$ cat src/rtl/axi_mwr_tlp_packer.sv
// axi_mwr_tlp_packer
// Takes one AXI4 write burst (AW + W), buffers up to MAX_BEATS beats and
// emits a single PCIe Memory-Write TLP: header fields plus a flat payload.
// The B response is returned once the TLP has been accepted downstream.
// Illegal bursts are drained without emitting a TLP and answered with SLVERR.
//
// Ports
//   clk, rst            clock, synchronous active-high reset
//   aw*_i / awready_o   AXI write-address channel
//   w*_i  / wready_o    AXI write-data channel
//   b*_o  / bready_i    AXI write-response channel
//   cfg_req_id_i/tc_i   requester ID and traffic class for the header
//   tlp_*_o / tlp_ready_i  TLP header + payload, valid/ready handshake
module axi_mwr_tlp_packer #(
  parameter int unsigned DATA_W    = 128,
  parameter int unsigned ADDR_W    = 64,
  parameter int unsigned ID_W      = 4,
  parameter int unsigned MAX_BEATS = 4
) (
  input  logic                        clk,
  input  logic                        rst,
  input  logic [ID_W-1:0]             awid_i,
  input  logic [ADDR_W-1:0]           awaddr_i,
  input  logic [7:0]                  awlen_i,
  input  logic [2:0]                  awsize_i,
  input  logic [1:0]                  awburst_i,
  input  logic                        awvalid_i,
  output logic                        awready_o,
  input  logic [DATA_W-1:0]           wdata_i,
  input  logic [DATA_W/8-1:0]         wstrb_i,
  input  logic                        wlast_i,
  input  logic                        wvalid_i,
  output logic                        wready_o,
  output logic [ID_W-1:0]             bid_o,
  output logic [1:0]                  bresp_o,
  output logic                        bvalid_o,
  input  logic                        bready_i,
  input  logic [15:0]                 cfg_req_id_i,
  input  logic [2:0]                  cfg_tc_i,
  output logic                        tlp_valid_o,
  input  logic                        tlp_ready_i,
  output logic [2:0]                  tlp_fmt_o,
  output logic [4:0]                  tlp_type_o,
  output logic [2:0]                  tlp_tc_o,
  output logic [9:0]                  tlp_length_o,
  output logic [15:0]                 tlp_req_id_o,
  output logic [3:0]                  tlp_first_be_o,
  output logic [3:0]                  tlp_last_be_o,
  output logic [ADDR_W-1:0]           tlp_addr_o,
  output logic [DATA_W*MAX_BEATS-1:0] tlp_data_o
);

  localparam int unsigned STRB_W      = DATA_W / 8;
  localparam int unsigned DW_PER_BEAT = DATA_W / 32;
  localparam int unsigned BUF_W       = DATA_W * MAX_BEATS;
  localparam int unsigned SLOT_W      = (MAX_BEATS > 1) ? $clog2(MAX_BEATS) : 1;
  localparam int unsigned SIZE_LOG2   = $clog2(STRB_W);

  typedef enum logic [1:0] {
    S_IDLE = 2'd0,
    S_DATA = 2'd1,
    S_SEND = 2'd2,
    S_RESP = 2'd3
  } state_e;

  state_e state_q, state_d;

  logic awready_q, awready_d;
  logic wready_q, wready_d;
  logic tlp_valid_q, tlp_valid_d;
  logic bvalid_q, bvalid_d;

  logic [ID_W-1:0]   id_q;
  logic [7:0]        len_q;
  logic [7:0]        cnt_q;
  logic              err_q;
  logic [2:0]        fmt_q;
  logic [2:0]        tc_q;
  logic [9:0]        length_q;
  logic [15:0]       req_id_q;
  logic [3:0]        first_be_q;
  logic [3:0]        last_be_q;
  logic [ADDR_W-1:0] addr_q;
  logic [BUF_W-1:0]  buf_q;

  logic aw_hs_c, w_hs_c, tlp_hs_c, b_hs_c;
  logic aw_err_c, beat_err_c, is_4dw_c;
  logic [SLOT_W-1:0] slot_c;
  logic [9:0]        length_c;

  assign aw_hs_c  = awvalid_i & awready_q;
  assign w_hs_c   = wvalid_i & wready_q;
  assign tlp_hs_c = tlp_valid_q & tlp_ready_i;
  assign b_hs_c   = bvalid_q & bready_i;

  // Burst legality at AW time: INCR only, full-width beats, fits in buffer.
  assign aw_err_c = (awburst_i != 2'b01) ||
                    (awsize_i != 3'(SIZE_LOG2)) ||
                    (9'(awlen_i) >= 9'(MAX_BEATS));

  // wlast must coincide exactly with the beat numbered len.
  assign beat_err_c = wlast_i ? (cnt_q != len_q) : (cnt_q == len_q);

  assign slot_c   = SLOT_W'(cnt_q);
  assign length_c = 10'((32'(awlen_i) + 32'd1) * DW_PER_BEAT);

  // 4DW header only when the address has bits set above bit 31.
  generate
    if (ADDR_W > 32) begin : g_addr64
      assign is_4dw_c = |awaddr_i[ADDR_W-1:32];
    end else begin : g_addr32
      assign is_4dw_c = 1'b0;
    end
  endgenerate

  // State register and registered handshake outputs.
  always_ff @(posedge clk) begin
    if (rst) begin
      state_q     <= S_IDLE;
      awready_q   <= 1'b0;
      wready_q    <= 1'b0;
      tlp_valid_q <= 1'b0;
      bvalid_q    <= 1'b0;
    end else begin
      state_q     <= state_d;
      awready_q   <= awready_d;
      wready_q    <= wready_d;
      tlp_valid_q <= tlp_valid_d;
      bvalid_q    <= bvalid_d;
    end
  end

  // Next-state logic.
  always_comb begin
    state_d = state_q;
    unique case (state_q)
      S_IDLE: if (aw_hs_c) state_d = S_DATA;
      S_DATA: if (w_hs_c && wlast_i) state_d = (err_q || beat_err_c) ? S_RESP : S_SEND;
      S_SEND: if (tlp_hs_c) state_d = S_RESP;
      S_RESP: if (b_hs_c) state_d = S_IDLE;
      default: state_d = S_IDLE;
    endcase
  end

  // Output decode from the next state so the handshake flops line up with state_q.
  always_comb begin
    awready_d   = 1'b0;
    wready_d    = 1'b0;
    tlp_valid_d = 1'b0;
    bvalid_d    = 1'b0;
    unique case (state_d)
      S_IDLE:  awready_d   = 1'b1;
      S_DATA:  wready_d    = 1'b1;
      S_SEND:  tlp_valid_d = 1'b1;
      S_RESP:  bvalid_d    = 1'b1;
      default: awready_d   = 1'b0;
    endcase
  end

  // Burst context, header fields and payload buffer.
  always_ff @(posedge clk) begin
    if (rst) begin
      id_q       <= '0;
      len_q      <= '0;
      cnt_q      <= '0;
      err_q      <= 1'b0;
      fmt_q      <= '0;
      tc_q       <= '0;
      length_q   <= '0;
      req_id_q   <= '0;
      first_be_q <= '0;
      last_be_q  <= '0;
      addr_q     <= '0;
      buf_q      <= '0;
    end else begin
      if (aw_hs_c) begin
        id_q       <= awid_i;
        len_q      <= awlen_i;
        cnt_q      <= '0;
        err_q      <= aw_err_c;
        fmt_q      <= is_4dw_c ? 3'b011 : 3'b010;
        tc_q       <= cfg_tc_i;
        length_q   <= length_c;
        req_id_q   <= cfg_req_id_i;
        first_be_q <= '0;
        last_be_q  <= '0;
        addr_q     <= {awaddr_i[ADDR_W-1:2], 2'b00};
        buf_q      <= '0;
      end
      if (w_hs_c) begin
        cnt_q <= cnt_q + 8'd1;
        err_q <= err_q | beat_err_c;
        // Once in error, beats are only drained; cnt never exceeds len here.
        if (!err_q) begin
          buf_q[DATA_W*int'(slot_c) +: DATA_W] <= wdata_i;
          if (cnt_q == 8'd0) first_be_q <= wstrb_i[3:0];
          last_be_q <= (length_q == 10'd1) ? 4'b0000 : wstrb_i[STRB_W-1 -: 4];
        end
      end
    end
  end

  logic unused_ok;
  assign unused_ok = ^{awaddr_i[1:0], wstrb_i};

  assign awready_o      = awready_q;
  assign wready_o       = wready_q;
  assign tlp_valid_o    = tlp_valid_q;
  assign bvalid_o       = bvalid_q;
  assign bid_o          = id_q;
  assign bresp_o        = {err_q, 1'b0};
  assign tlp_fmt_o      = fmt_q;
  assign tlp_type_o     = 5'b00000;
  assign tlp_tc_o       = tc_q;
  assign tlp_length_o   = length_q;
  assign tlp_req_id_o   = req_id_q;
  assign tlp_first_be_o = first_be_q;
  assign tlp_last_be_o  = last_be_q;
  assign tlp_addr_o     = addr_q;
  assign tlp_data_o     = buf_q;

endmodule

$ cat config.mk
export PLATFORM = sky130hd
export DESIGN_NAME = axi_mwr_tlp_packer
export DESIGN_NICKNAME = d
export VERILOG_FILES = /design/src/rtl/axi_mwr_tlp_packer.sv
export SDC_FILE = /design/constraint.sdc
export NUM_CORES = 1
export LEC_CHECK = 0
export ABC_CLOCK_PERIOD_IN_PS = 4800
export BUFFER_PORTS_ARGS = -buffer_cell sky130_fd_sc_hd__buf_2
export CORE_AREA = 8 8 338 340
export DETAILED_ROUTE_END_ITERATION = 6
export DIE_AREA = 0 0 346 348
export GPL_TIMING_DRIVEN = 0
export PLACE_DENSITY_LB_ADDON = 0.08
export SETUP_SLACK_MARGIN = 0.3
export SYNTH_ARGS = -nofsm -noshare
export SYNTH_HDL_FRONTEND = slang
export SYNTH_SLANG_ARGS = --single-unit
$ cat constraint.sdc
create_clock -name clk -period 4.8 [get_ports clk]
set_input_delay 0.72 -clock clk [delete_from_list [all_inputs] [get_ports clk]]
set_output_delay 0.72 -clock clk [all_outputs]
set_load 0.05 [all_outputs]
==> reports/results.md <==
| Metric | Reported | Unit |
|:---|:---|:---|
| Run status | complete, no violations | - |
| Utilization after layout | 28.0 | % |
| Total vias in the final route | 21593 | - |
| Post-detailed-route wirelength per cell | 26.1 | µm |
| Hold Path Origin | awaddr_i[31] | - |
| Source of the critical timing path | cnt_q[0] | - |
| Number of register bits inferred by synthesis | 638 | - |
| Synthesis warning total | 0 | - |
| Total standard cell area after synthesis | 21800 | µm² |
| Capture point of the worst reg-to-reg path | tlp_data_o[480] | - |
| Maximum number of pins on one net before global-route repair | 12 | - |
| Hold Buf Count CTS | 0 | - |
| Worst hold slack after final layout | 317 | ps |
| Residual overflow from global routing | 0 | - |
| PnR worst setup slack | 888 | ps |
| Share of the clock period used by the worst path | 81.5 | % |
| Worst relative slew slack | 12.5 | % |
| Die Ht | 348 | µm |
| Number of setup violations in the final report | 0 | - |
| Unrepaired setup endpoints after global routing | no | - |
| Cell class contributing the biggest share of worst-path delay | buffers and inverters | - |
| Number of violations of the max-capacitance limit | 0 | - |
| Total length of routed wires | 125000 | µm |
| Worst-path cell chain | clkbuf_1, inv_1, ha_1, nor4_1, buf_2, buf_2, a22oi_1, nor2_1 | - |
| Transition time at the pin with the least slew margin | 1300 | ps |
| Highest achievable clock rate | 256 | MHz |
| Antenna violations before repair | 22 | - |
| Clock insertion delay at the later pin of the skew report | 650 | ps |
| CTS max path bufs | 3 | - |
| Worst path slowest cell | sky130_fd_sc_hd__nor4_1 | - |
| Grt met1 use | 23.4 | % |
| Number of enable flip-flop cells after synthesis | 0 | - |
| Accumulated negative setup slack | 0 | ps |
| Violation count after the first detailed-routing iteration | 1308 | - |
| Dominant cell type by count on the critical path | sky130_fd_sc_hd__buf_2 | - |
| Global-route met3 utilization | 6.08 | % |
| TritonCTS Buffers | 82 | - |
| Ratio of routed vias to standard cells | 4.50 | - |
| Async S/R FF share, synth | 0 | % |
| Buf/Inv on CP | 4 | - |
| Power Total | 12.6 | mW |
| Crit Path Max Fanout | 10 | - |
| Area overhead of the layout relative to synthesis | 40.2 | % |
| Leak Pwr | 13.5 | nW |
| Critical Path RT | 5380 | ps |
| CP peak stage delay | 1090 | ps |
| Wire length of the first global-routing pass | 173000 | µm |
| Count of non-filler cells in the finished layout | 4799 | - |
| Total cell area at the placement stage | 28000 | µm² |
| Highest-utilization routing layer at the global route stage | met2 | - |
| Global routing met2 resource utilization | 34.1 | % |
| Share of post-route cells with drive strength above 1 | 32.7 | % |
| Post-cts resize count | 0 | - |
| P per Cell Area | 413 | nW/µm² |
| Number of global-route vias before repair | 21438 | - |
| CTS clk-pin slew, worst paths | 60 | ps |
| Crit path DAT | 4490 | ps |
| I/O pin cnt | 882 | - |
| Startpoint of the worst-slack reg-to-reg timing path | cnt_q[0] | - |
| Area of the placeable core | 109000 | µm² |
| Worst setup EP type | flop | - |
| Final net count | 3559 | - |
| FF+latch area | 12800 | µm² |
| Per-instance average area after synthesis | 9.30 | µm² |
| Most used standard cells in the synthesized netlist | sky130_fd_sc_hd__dfxtp_1 (638), sky130_fd_sc_hd__nor2_1 (542), sky130_fd_sc_hd__a22oi_1 (513), sky130_fd_sc_hd__nand2_1 (202), sky130_fd_sc_hd__clkbuf_1 (112) | - |
| Critical path capture point | tlp_data_o[480] | - |
| Cell taking the most area after synthesis | sky130_fd_sc_hd__dfxtp_1 | - |
| Proportion of netlist area held by the largest area contributor | 58.5 | % |
| Clk Tree Root Cell | sky130_fd_sc_hd__clkbuf_16 | - |
| Syn Inst Count | 2347 | - |
| Rows | 122 | - |
| Area of combinational cells with multiple inputs | 8060 | µm² |
| Global routing usage summed across all routing layers | 19.7 | % |
| Hold violation count in the final report | 0 | - |
| Htree depth | 3 | - |
| Crit. path cell count | 8 | - |
| Number of buffers added for setup after CTS | 0 | - |
| Sequential element share of the synthesized area | 58.5 | % |
| Tightest Hold Check Type | in -> reg | - |
| Post-route minimum period | 3910 | ps |
| Finished Cell Area | 30600 | µm² |
| Final Wtd Congestion | 0.778 | - |
| Crit Path Class | reg -> reg | - |
| Effective utilization at floorplan | 20.0 | % |
| Cell total after placement | 4642 | - |
| Leading register cell type out of synthesis | sky130_fd_sc_hd__dfxtp_1 | - |
| Sort of element at the start of the critical path | flop | - |
| Total DRC errors in the routed layout | 0 | - |
| Number of distinct library cell variants in the gate-level netlist after synthesis | 41 | - |
| DP HPWL | 95900 | µm |
| Detailed-routing iteration count for the pre-antenna-repair pass | 5 | - |
| Top post-synthesis cells by area | sky130_fd_sc_hd__dfxtp_1 (59%), sky130_fd_sc_hd__a22oi_1 (18%), sky130_fd_sc_hd__nor2_1 (9.3%) | - |
| CTS sink cnt | 638 | - |
| PortBufs | 859 | - |
| Worst slack, placed | 964 | ps |
| Floorplan die area | 120000 | µm² |
| Internal reg-to-reg setup slack | 890 | ps |
| Number of slew-limit violations in the final report | 0 | - |
| Most frequently used cell type in the post-synthesis netlist | sky130_fd_sc_hd__dfxtp_1 | - |
| Worst Skew | 23.9 | ps |
| Reg2reg path depth | 8 | - |
| Die X | 346 | µm |
| Number of filler instances in the final layout | 12021 | - |
| Max VDD drop | 0.000228 | V |
| CTS tree | yes | - |
| Final ANT Viol Nets | 0 | - |
==> state kept, by name (all words and copies together) (netlist names), 2 cells and up <==
signal          flops
tlp_data_o        512
tlp_addr_o         62
tlp_req_id_o       16
cnt_q               8
len_q               8
tlp_length_o        8
bid_o               4
tlp_first_be_o      4
tlp_last_be_o       4
tlp_tc_o            3
state_q             2
tlp_fmt_o           2
==> worst reg2reg max path: cells and delay by family (launching register included) <==
kind,cells,cell delay (ps)
flops,1,410
simple gates,2,1200
fa+ha+maj,1,380
buf+inv,4,1720
compound gates,1,150
==> kinds of logic (layout without fill, tap and decap cells) <==
kind of cell,Yosys count,count (layout),synth area share (%)
compound gates,646,646,21.0
xor+xnor,15,15,0.602
fa+ha+maj,8,8,0.459
buf+inv,232,1234,4.75
flops,638,638,58.5
mux,4,4,0.183
other cells,1,25,0.0172
simple gates,803,803,14.4
==> routing by layer <==
| metal | vias to the layer above | share of wire (%) |
|---|---|---|
| met4 | 10 | 2.6 |
| met5 | - | 0.039 |
| met1 | 10502 | 41 |
| met3 | 146 | 7.7 |
| li1 | 10192 | - |
| met2 | 743 | 49 |
==> how the worst min path moves through the flow <==
stage                                end  slack, ps  depth (start not counted)
final                     tlp_addr_o[31]        320                          3
after global routing      tlp_addr_o[25]        270                          3
after CTS                 tlp_addr_o[31]        240                          3
after detailed placement  tlp_addr_o[41]        440                          2
after global placement          bid_o[2]        440                          2
after floorplan                 len_q[0]        450                          2
==> final cells by class <==
class | instances | area share (%)
Clock buffer | 123 | 8.03
Antenna cell | 14 | 0.114
Multi-Input combinational cell | 1487 | 26.3
Clock inverter | 20 | 0.495
Tap cell | 1426 | 5.83
Buffer | 225 | 3.32
Inverter | 7 | 0.0859
Timing Repair Buffer | 859 | 14.0
Sequential cell | 638 | 41.7
==> placed cells by master (no fill, tap or decap), types with 2 or more instances in the layout <==
cell type and n:
sky130_fd_sc_hd__inv_1 7, sky130_fd_sc_hd__nor4_1 14, sky130_fd_sc_hd__xor2_1 4, sky130_fd_sc_hd__clkbuf_8 21
sky130_fd_sc_hd__a41oi_1 2, sky130_fd_sc_hd__ha_1 8, sky130_fd_sc_hd__buf_2 955, sky130_fd_sc_hd__inv_16 2
sky130_fd_sc_hd__a211oi_1 10, sky130_fd_sc_hd__clkbuf_1 125, sky130_fd_sc_hd__conb_1 11, sky130_fd_sc_hd__buf_1 5
sky130_fd_sc_hd__a21oi_1 111, sky130_fd_sc_hd__nand3b_1 2, sky130_fd_sc_hd__diode_2 14, sky130_fd_sc_hd__nand2b_1 2
sky130_fd_sc_hd__nand3_1 12, sky130_fd_sc_hd__nor2_1 542, sky130_fd_sc_hd__nand2_1 202, sky130_fd_sc_hd__mux2i_1 4
sky130_fd_sc_hd__or4_1 2, sky130_fd_sc_hd__xnor2_1 11, sky130_fd_sc_hd__o221ai_1 2, sky130_fd_sc_hd__a22oi_1 513
sky130_fd_sc_hd__buf_4 12, sky130_fd_sc_hd__nand4_1 5, sky130_fd_sc_hd__dfxtp_1 638, sky130_fd_sc_hd__clkbuf_2 5
sky130_fd_sc_hd__clkbuf_16 84, sky130_fd_sc_hd__nor3_1 6, sky130_fd_sc_hd__clkinv_2 14, sky130_fd_sc_hd__and3_1 4
sky130_fd_sc_hd__and2_1 6
==> power breakdown <==
| part | total (mW) | leakage, nW | internal [mW] | switching (mW) |
|---|---|---|---|---|
| logic | 1.19 | 7.02 | 0.259 | 0.927 |
| clock network | 6.04 | 1.30 | 3.54 | 2.50 |
| registers | 5.42 | 5.15 | 5.38 | 0.0436 |
(Power assumes the default switching activity.)
